**src/rtl/tl_ul_arbiter_pkg.sv**
```systemverilog
// Shared TL-UL widths, opcode constants and arbiter state encoding.
package tl_ul_arbiter_pkg;

  localparam int TL_ADDR_BITS   = 32;
  localparam int TL_SOURCE_BITS = 8;
  localparam int TL_DATA_BYTES  = 4;
  localparam int TL_DATA_BITS   = TL_DATA_BYTES * 8;

  // A-channel opcodes
  localparam logic [2:0] TL_PUT_FULL    = 3'd0;
  localparam logic [2:0] TL_PUT_PARTIAL = 3'd1;
  localparam logic [2:0] TL_GET         = 3'd4;

  // D-channel opcodes
  localparam logic [2:0] TL_ACCESS_ACK      = 3'd0;
  localparam logic [2:0] TL_ACCESS_ACK_DATA = 3'd1;

  typedef enum logic [1:0] {
    ST_IDLE   = 2'd0,
    ST_ISSUE  = 2'd1,
    ST_WAIT_D = 2'd2
  } arb_state_e;

endpackage

```
**src/rtl/tl_ul_arbiter_if.sv**
```systemverilog
// One TL-UL link (A and D channels) with master/slave views.
interface tl_ul_arbiter_if import tl_ul_arbiter_pkg::*; ();

  logic                      a_valid;
  logic                      a_ready;
  logic [2:0]                a_opcode;
  logic [TL_SOURCE_BITS-1:0] a_source;
  logic [TL_ADDR_BITS-1:0]   a_address;
  logic [TL_DATA_BYTES-1:0]  a_mask;
  logic [TL_DATA_BITS-1:0]   a_data;

  logic                      d_valid;
  logic                      d_ready;
  logic [2:0]                d_opcode;
  logic [TL_SOURCE_BITS-1:0] d_source;
  logic [TL_DATA_BITS-1:0]   d_data;

  modport master (
    output a_valid, a_opcode, a_source, a_address, a_mask, a_data, d_ready,
    input  a_ready, d_valid, d_opcode, d_source, d_data
  );

  modport slave (
    input  a_valid, a_opcode, a_source, a_address, a_mask, a_data, d_ready,
    output a_ready, d_valid, d_opcode, d_source, d_data
  );

endinterface

```
**src/rtl/tl_rr_pick2.sv**
```systemverilog
// Two-way round-robin pick: on contention the master not granted last wins.
module tl_rr_pick2 (
  input  logic [1:0] req,
  input  logic       last,
  output logic       winner,
  output logic       any
);

  // Single requester wins outright; two requesters alternate against last.
  always_comb begin
    any    = |req;
    winner = (req == 2'b11) ? ~last : req[1];
  end

endmodule

```
**src/rtl/tl_ul_arbiter.sv**
```systemverilog
// Shares one TL-UL slave between two masters, one transaction outstanding,
// with a D-channel timeout that aborts a stuck transaction.
module tl_ul_arbiter import tl_ul_arbiter_pkg::*; #(
  parameter int TIMEOUT = 64
) (
  input  logic            clk,
  input  logic            rst,
  tl_ul_arbiter_if.slave  m0,
  tl_ul_arbiter_if.slave  m1,
  tl_ul_arbiter_if.master s,
  output logic            grant,
  output logic            busy,
  output logic            timeout_err
);

  localparam logic [15:0] COUNT_LAST = 16'(TIMEOUT - 1);

  arb_state_e  state_reg, state_next;
  logic        grant_reg, grant_next;
  logic        last_grant_reg, last_grant_next;
  logic [15:0] count_reg, count_next;
  logic        timeout_err_reg, timeout_err_next;

  logic        pick_winner;
  logic        pick_any;
  logic        in_issue;
  logic        in_wait_d;
  logic        sel_a_valid;
  logic        sel_d_ready;
  logic        a_hs;
  logic        d_hs;

  tl_rr_pick2 u_pick (
    .req    ({m1.a_valid, m0.a_valid}),
    .last   (last_grant_reg),
    .winner (pick_winner),
    .any    (pick_any)
  );

  assign in_issue    = (state_reg == ST_ISSUE);
  assign in_wait_d   = (state_reg == ST_WAIT_D);
  assign sel_a_valid = grant_reg ? m1.a_valid : m0.a_valid;
  assign sel_d_ready = grant_reg ? m1.d_ready : m0.d_ready;
  assign a_hs        = in_issue && sel_a_valid && s.a_ready;
  assign d_hs        = in_wait_d && s.d_valid && sel_d_ready;

  // State register and bookkeeping; reset abandons any transaction in flight.
  always_ff @(posedge clk) begin
    if (rst) begin
      state_reg       <= ST_IDLE;
      grant_reg       <= 1'b0;
      last_grant_reg  <= 1'b1;
      count_reg       <= 16'd0;
      timeout_err_reg <= 1'b0;
    end else begin
      state_reg       <= state_next;
      grant_reg       <= grant_next;
      last_grant_reg  <= last_grant_next;
      count_reg       <= count_next;
      timeout_err_reg <= timeout_err_next;
    end
  end

  // Next-state logic; a D handshake wins over a timeout in the same cycle.
  always_comb begin
    state_next       = state_reg;
    grant_next       = grant_reg;
    last_grant_next  = last_grant_reg;
    count_next       = count_reg;
    timeout_err_next = timeout_err_reg;
    case (state_reg)
      ST_IDLE: begin
        if (pick_any) begin
          grant_next = pick_winner;
          state_next = ST_ISSUE;
        end
      end
      ST_ISSUE: begin
        if (a_hs) begin
          state_next = ST_WAIT_D;
          count_next = 16'd0;
        end
      end
      ST_WAIT_D: begin
        if (d_hs) begin
          state_next      = ST_IDLE;
          last_grant_next = grant_reg;
        end else if (count_reg == COUNT_LAST) begin
          state_next       = ST_IDLE;
          last_grant_next  = grant_reg;
          timeout_err_next = 1'b1;
        end else if (count_reg != 16'hFFFF) begin
          count_next = count_reg + 16'd1;
        end
      end
      default: state_next = ST_IDLE;
    endcase
  end

  // A channel: granted master mirrored to the slave only while issuing.
  assign s.a_valid   = in_issue && sel_a_valid;
  assign s.a_opcode  = grant_reg ? m1.a_opcode  : m0.a_opcode;
  assign s.a_source  = grant_reg ? m1.a_source  : m0.a_source;
  assign s.a_address = grant_reg ? m1.a_address : m0.a_address;
  assign s.a_mask    = grant_reg ? m1.a_mask    : m0.a_mask;
  assign s.a_data    = grant_reg ? m1.a_data    : m0.a_data;
  assign m0.a_ready  = in_issue && !grant_reg && s.a_ready;
  assign m1.a_ready  = in_issue &&  grant_reg && s.a_ready;

  // D channel: routed by grant only, and only while waiting for a response.
  assign s.d_ready   = in_wait_d && sel_d_ready;
  assign m0.d_valid  = in_wait_d && !grant_reg && s.d_valid;
  assign m1.d_valid  = in_wait_d &&  grant_reg && s.d_valid;
  assign m0.d_opcode = s.d_opcode;
  assign m0.d_source = s.d_source;
  assign m0.d_data   = s.d_data;
  assign m1.d_opcode = s.d_opcode;
  assign m1.d_source = s.d_source;
  assign m1.d_data   = s.d_data;

  assign grant       = grant_reg;
  assign busy        = (state_reg != ST_IDLE);
  assign timeout_err = timeout_err_reg;

endmodule

```
**src/flat_wrapper.sv**
```systemverilog
// flat-port wrapper written by rule: the top's interface ports become plain ports
module tl_ul_arbiter_flat import tl_ul_arbiter_pkg::*;
#(
  parameter int TIMEOUT = 64
)
  (clk, rst, grant, busy, timeout_err, m0_a_valid, m0_a_opcode, m0_a_source, m0_a_address, m0_a_mask, m0_a_data, m0_d_ready, m0_a_ready, m0_d_valid, m0_d_opcode, m0_d_source, m0_d_data, m1_a_valid, m1_a_opcode, m1_a_source, m1_a_address, m1_a_mask, m1_a_data, m1_d_ready, m1_a_ready, m1_d_valid, m1_d_opcode, m1_d_source, m1_d_data, s_a_valid, s_a_opcode, s_a_source, s_a_address, s_a_mask, s_a_data, s_d_ready, s_a_ready, s_d_valid, s_d_opcode, s_d_source, s_d_data);
  tl_ul_arbiter_if m0_i ();
  tl_ul_arbiter_if m1_i ();
  tl_ul_arbiter_if s_i ();
  input  logic clk;
  input  logic rst;
  output logic grant;
  output logic busy;
  output logic timeout_err;
  input wire logic [$bits(m0_i.a_valid)-1:0] m0_a_valid;
  input wire logic [$bits(m0_i.a_opcode)-1:0] m0_a_opcode;
  input wire logic [$bits(m0_i.a_source)-1:0] m0_a_source;
  input wire logic [$bits(m0_i.a_address)-1:0] m0_a_address;
  input wire logic [$bits(m0_i.a_mask)-1:0] m0_a_mask;
  input wire logic [$bits(m0_i.a_data)-1:0] m0_a_data;
  input wire logic [$bits(m0_i.d_ready)-1:0] m0_d_ready;
  output wire logic [$bits(m0_i.a_ready)-1:0] m0_a_ready;
  output wire logic [$bits(m0_i.d_valid)-1:0] m0_d_valid;
  output wire logic [$bits(m0_i.d_opcode)-1:0] m0_d_opcode;
  output wire logic [$bits(m0_i.d_source)-1:0] m0_d_source;
  output wire logic [$bits(m0_i.d_data)-1:0] m0_d_data;
  input wire logic [$bits(m1_i.a_valid)-1:0] m1_a_valid;
  input wire logic [$bits(m1_i.a_opcode)-1:0] m1_a_opcode;
  input wire logic [$bits(m1_i.a_source)-1:0] m1_a_source;
  input wire logic [$bits(m1_i.a_address)-1:0] m1_a_address;
  input wire logic [$bits(m1_i.a_mask)-1:0] m1_a_mask;
  input wire logic [$bits(m1_i.a_data)-1:0] m1_a_data;
  input wire logic [$bits(m1_i.d_ready)-1:0] m1_d_ready;
  output wire logic [$bits(m1_i.a_ready)-1:0] m1_a_ready;
  output wire logic [$bits(m1_i.d_valid)-1:0] m1_d_valid;
  output wire logic [$bits(m1_i.d_opcode)-1:0] m1_d_opcode;
  output wire logic [$bits(m1_i.d_source)-1:0] m1_d_source;
  output wire logic [$bits(m1_i.d_data)-1:0] m1_d_data;
  output wire logic [$bits(s_i.a_valid)-1:0] s_a_valid;
  output wire logic [$bits(s_i.a_opcode)-1:0] s_a_opcode;
  output wire logic [$bits(s_i.a_source)-1:0] s_a_source;
  output wire logic [$bits(s_i.a_address)-1:0] s_a_address;
  output wire logic [$bits(s_i.a_mask)-1:0] s_a_mask;
  output wire logic [$bits(s_i.a_data)-1:0] s_a_data;
  output wire logic [$bits(s_i.d_ready)-1:0] s_d_ready;
  input wire logic [$bits(s_i.a_ready)-1:0] s_a_ready;
  input wire logic [$bits(s_i.d_valid)-1:0] s_d_valid;
  input wire logic [$bits(s_i.d_opcode)-1:0] s_d_opcode;
  input wire logic [$bits(s_i.d_source)-1:0] s_d_source;
  input wire logic [$bits(s_i.d_data)-1:0] s_d_data;
  assign m0_i.a_valid = m0_a_valid;
  assign m0_i.a_opcode = m0_a_opcode;
  assign m0_i.a_source = m0_a_source;
  assign m0_i.a_address = m0_a_address;
  assign m0_i.a_mask = m0_a_mask;
  assign m0_i.a_data = m0_a_data;
  assign m0_i.d_ready = m0_d_ready;
  assign m0_a_ready = m0_i.a_ready;
  assign m0_d_valid = m0_i.d_valid;
  assign m0_d_opcode = m0_i.d_opcode;
  assign m0_d_source = m0_i.d_source;
  assign m0_d_data = m0_i.d_data;
  assign m1_i.a_valid = m1_a_valid;
  assign m1_i.a_opcode = m1_a_opcode;
  assign m1_i.a_source = m1_a_source;
  assign m1_i.a_address = m1_a_address;
  assign m1_i.a_mask = m1_a_mask;
  assign m1_i.a_data = m1_a_data;
  assign m1_i.d_ready = m1_d_ready;
  assign m1_a_ready = m1_i.a_ready;
  assign m1_d_valid = m1_i.d_valid;
  assign m1_d_opcode = m1_i.d_opcode;
  assign m1_d_source = m1_i.d_source;
  assign m1_d_data = m1_i.d_data;
  assign s_a_valid = s_i.a_valid;
  assign s_a_opcode = s_i.a_opcode;
  assign s_a_source = s_i.a_source;
  assign s_a_address = s_i.a_address;
  assign s_a_mask = s_i.a_mask;
  assign s_a_data = s_i.a_data;
  assign s_d_ready = s_i.d_ready;
  assign s_i.a_ready = s_a_ready;
  assign s_i.d_valid = s_d_valid;
  assign s_i.d_opcode = s_d_opcode;
  assign s_i.d_source = s_d_source;
  assign s_i.d_data = s_d_data;
  tl_ul_arbiter #(.TIMEOUT(TIMEOUT)) u_core (.clk(clk), .rst(rst), .m0(m0_i), .m1(m1_i), .s(s_i), .grant(grant), .busy(busy), .timeout_err(timeout_err));
endmodule
```
**config.mk**
```make
export PLATFORM = sky130hd
export DESIGN_NAME = tl_ul_arbiter_flat
export DESIGN_NICKNAME = d
export VERILOG_FILES = /design/src/rtl/tl_ul_arbiter_pkg.sv /design/src/rtl/tl_ul_arbiter_if.sv /design/src/rtl/tl_rr_pick2.sv /design/src/rtl/tl_ul_arbiter.sv /design/src/flat_wrapper.sv
export SDC_FILE = /design/constraint.sdc
export NUM_CORES = 1
export LEC_CHECK = 0
export ABC_AREA = 1
export ABC_CLOCK_PERIOD_IN_PS = 3200
export CAP_MARGIN = 20
export CORE_AREA = 2 2 147 149
export DETAILED_ROUTE_END_ITERATION = 10
export DIE_AREA = 0 0 149 151
export GPL_TIMING_DRIVEN = 0
export MAX_ROUTING_LAYER = met4
export PLACE_DENSITY = 0.6
export RECOVER_POWER = 100
export SETUP_SLACK_MARGIN = 0.3
export SLEW_MARGIN = 20
export SYNTH_ARGS = -nofsm -noshare
export SYNTH_HDL_FRONTEND = slang
export SYNTH_SLANG_ARGS = --single-unit
export TNS_END_PERCENT = 20
```
**constraint.sdc**
```tcl
create_clock -name clk -period 3.2 [get_ports clk]
set_input_delay 0.64 -clock clk [delete_from_list [all_inputs] [get_ports clk]]
set_output_delay 0.64 -clock clk [all_outputs]
set_load 0.005 [all_outputs]
```
==> results of run 1 <==
through the flow:
stage	instance area, sq um	power (W)
after floorplan	3130	0.000530
after global placement	6870	0.00111
after detailed placement	6870	0.00111
after CTS	6950	0.00139
after global routing	6900	0.00139
final	6900	0.00130
how the worst max path moves through the flow:
stage                             from             end  slack (ps)  depth (start not counted)
after floorplan           u_core.grant  s_a_address[0]        1450                          4
after global placement    u_core.grant   s_a_source[7]         250                          5
after detailed placement  u_core.grant   s_a_source[7]         230                          5
after CTS                 u_core.grant  s_a_address[4]         310                          5
after global routing      u_core.grant   s_a_opcode[2]         130                          6
final                     u_core.grant    s_a_data[14]         280                          6
worst reg2reg max path: stages (launching register included):
cell and delay (ps):
dfxtp_1 430, ha_1 230, nand3_2 160, nor2_1 130, nand2_1 80, nand2_2 90, nand2_1 240, nand2_1 460
nand2_1 130, a21oi_2 150
power by group through the flow:
stage / registers [W] / clock network (W) / logic, W
floorplan: 0.000272 / 0 / 0.000258
finish: 0.000267 / 0.000276 / 0.000759
CTS: 0.000267 / 0.000280 / 0.000840
detailed placement: 0.000273 / 0 / 0.000834
global placement: 0.000273 / 0 / 0.000836
global route: 0.000267 / 0.000291 / 0.000830
cells by family after synthesis:
kind of cell	share of synthesized area [%]
AND/OR/NAND/NOR	54.6
XOR/XNOR	0.280
flip-flops	13.4
adder cells (fa/ha/maj)	0.400
AO/OA/AOI/OAI	4.76
buffers and inverters	26.5
area by class of cell:
cell class,count,share of cell area (%)
Timing Repair Buffer,339,49.2
Multi-Input combinational cell,432,26.5
Buffer,106,10.6
Sequential cell,21,6.09
Tap cell,275,4.99
Inverter,27,1.47
Clock buffer,4,1.14
Antenna cell,1,0.0363
cells in the final DEF, fill, tap and decap left out, drive strengths merged:
cell type / Yosys / routed
nor3: 4 / 4
nand3: 25 / 25
a21oi: 14 / 14
nand2: 329 / 329
nor3b: 1 / 1
and2: 1 / 1
nand3b: 2 / 2
nor2: 45 / 45
ha: 1 / 1
clkbuf: 19 / 24
dlygate4sd3: 0 / 173
clkinv: 1 / 1
o21ai: 3 / 3
buf: 87 / 86
dfxtp: 21 / 21
o211ai: 1 / 1
diode: 0 / 1
o21bai: 2 / 2
inv: 26 / 26
clkdlybuf4s50: 0 / 166
nand4: 3 / 3
xor2: 1 / 1
what timing repair did:
| action | CTS | global route |
|---|---|---|
| resized for setup | 4 | 6 |
| endpoints found under the setup margin | 70 | 38 |
| pin swaps | 0 | 0 |
routing by layer:
| layer | part of all wire (%) | vias up |
|---|---|---|
| met5 | 0 | - |
| met4 | 1.1 | 0 |
| met3 | 7.3 | 11 |
| met2 | 55 | 208 |
| met1 | 36 | 1896 |
| li1 | - | 2381 |
==> out/qor.yml, run 1 <==
status:
  outcome: "finished clean"
global_route:
  grt_pass1_wl_um: 25300
  grt_util_all_layers_pct: 15.2
  antenna_found_initial: 1
  use_met2_pct: 28.8
  gr-total-overflow: 0
  grt.busiest_layer: "met2"
  grt_use_met3_pct: 2.80
  grt_pass1_vias: 4324
  met1_usage_pct: 16.7
  grt_start_max_net_pins: 12
power:
  p_sw_w: 0.000380
  ir_drop_uv: 155
  p_per_area_nw_per_um2: 189
  swShare_pct: 29.2
  power_leakage_nw: 3.18
  power_frac_comb_pct: 58.3
  internal-power_w: 0.000921
  seqPwrFrac_pct: 20.5
  p_clk_share_pct: 21.2
sta:
  whs_ps: 476
  setup_ws_ps: 285
  finalCritPeriodShare_pct: 91.1
  worst_slew_pin_slew_ps: 591
  rsz0062_at_grt: "yes"
  setup_viol: 0
  fin_skew_ps: 4.81
  relSlewSlack_pct: 60.5
  tns_ps: 0
  maxSlewViolCount: 0
  fmax_ghz: 0.343
  fin_crit_ps: 2920
  hold_viol_final: 0
drt:
  detail_route.wl_per_cell_um: 14.8
  wl_um: 17800
  vias: 4496
  drc: 0
  first_iter_violations: 170
  final_antenna_net_count: 0
  via_per_inst: 3.73
  drt-pass1-iter-count: 4
clocking:
  cts_buffers: 3
  clock_latency_ps: 260
  clockBufferDepth: 2
  cts-root-buf: "clkbuf_16"
  clock_sinks: 21
  clk_pin_slew_worst_paths_ps: 60
  cts_tree: "built"
  htreeDepth: 1
  cts_setup_buffers: 0
  postCtsHoldBufs: 0
placed_design:
  place_congestion: 0.786
  dp_hpwl_um: 15700
  post-place-ws_ps: 230
  portBuffers: 339
  dp.cells: 1200
floorplan:
  die_y_um: 151
  start_util_pct: 15.0
  core-area_sq_um: 20800
  die-width_um: 149
  num_io_pins: 383
  dieArea_sq_um: 22500
  num_rows: 53
setup_path:
  rr_endpoint: "u_core.count_reg[2]"
  path_cells: "inv_2 > clkbuf_2 > clkbuf_1 > nand2_1 > nand2_1 > dlygate4sd3_1"
  worstSetupPathType: "flip-flop to output port"
  slowest_delay_ps: 580
  regToRegSetupSlack_ps: 1030
  cp-start-kind: "flip-flop"
  worstPathRequired_ps: 2560
  crit_top_cell: "nand2_1"
  arrival_ps: 2280
  crit_buf_inv: 4
  endpoint_kind: "output port"
  critPathMaxFanout: 10
  path_delay_family: "buffers and inverters"
  rr_worst_depth: 9
  r2r_start: "u_core.count_reg[0]"
  cp_slowest_cell: "dlygate4sd3_1"
finish:
  nets: 1140
  fillers: 2256
  multi_input_area_sq_um: 1830
  largest_register_ffs: 16
  fin_util_pct: 33.1
  seq_area_sq_um: 420
  synthToLayoutAreaGrowth_pct: 120
  drive_gt1_share_pct: 13.5
  finalNonFillerCells: 1205
yosys:
  async_flop_share_pct: 0
  yosysTopAreaCellShare_pct: 37.6
  synth.avg_cell_area_sq_um: 5.34
  synth_area_leader_cell: "nand2_1"
  synthFlopType: "dfxtp_1"
  synthCells: 586
  yosys-top-cells-area: "nand2_1 (38%), buf_4 (21%), dfxtp_1 (13%), nor2_1 (4.6%), nand3_1 (3.5%)"
  synth_common_cells: "nand2_1 (314), buf_4 (86), nor2_1 (38)"
  synth_nets: 796
  synth_most_common_cell: "nand2_1"
  synth_seq_area_share_pct: 13.4
  ys_ff_latch: 21
  yosys_warnings: 0
  synth-edff-count: 0
  netlist_area_sq_um: 3130
  synth_cell_type_count: 29
min_path:
  hold_class: "flip-flop to flip-flop"
  min_path_cells: 2
  hold_start: "u_core.timeout_err"
  hold_end: "u_core.timeout_err"
job:
  maxCapViolCount: 0
Note: power is estimated with default switching activity, not from simulation.
==> inputs of run 2 (changes only) <==
--- a/config.mk
+++ b/config.mk
@@ -11,6 +11,7 @@
 export CORE_AREA = 2 2 147 149
 export DETAILED_ROUTE_END_ITERATION = 10
 export DIE_AREA = 0 0 149 151
+export GPL_ROUTABILITY_DRIVEN = 0
 export GPL_TIMING_DRIVEN = 0
 export MAX_ROUTING_LAYER = met4
 export PLACE_DENSITY = 0.6
==> results of run 2 <==
Same layout as run 1: the final DEF is identical, and so are final timing and power.
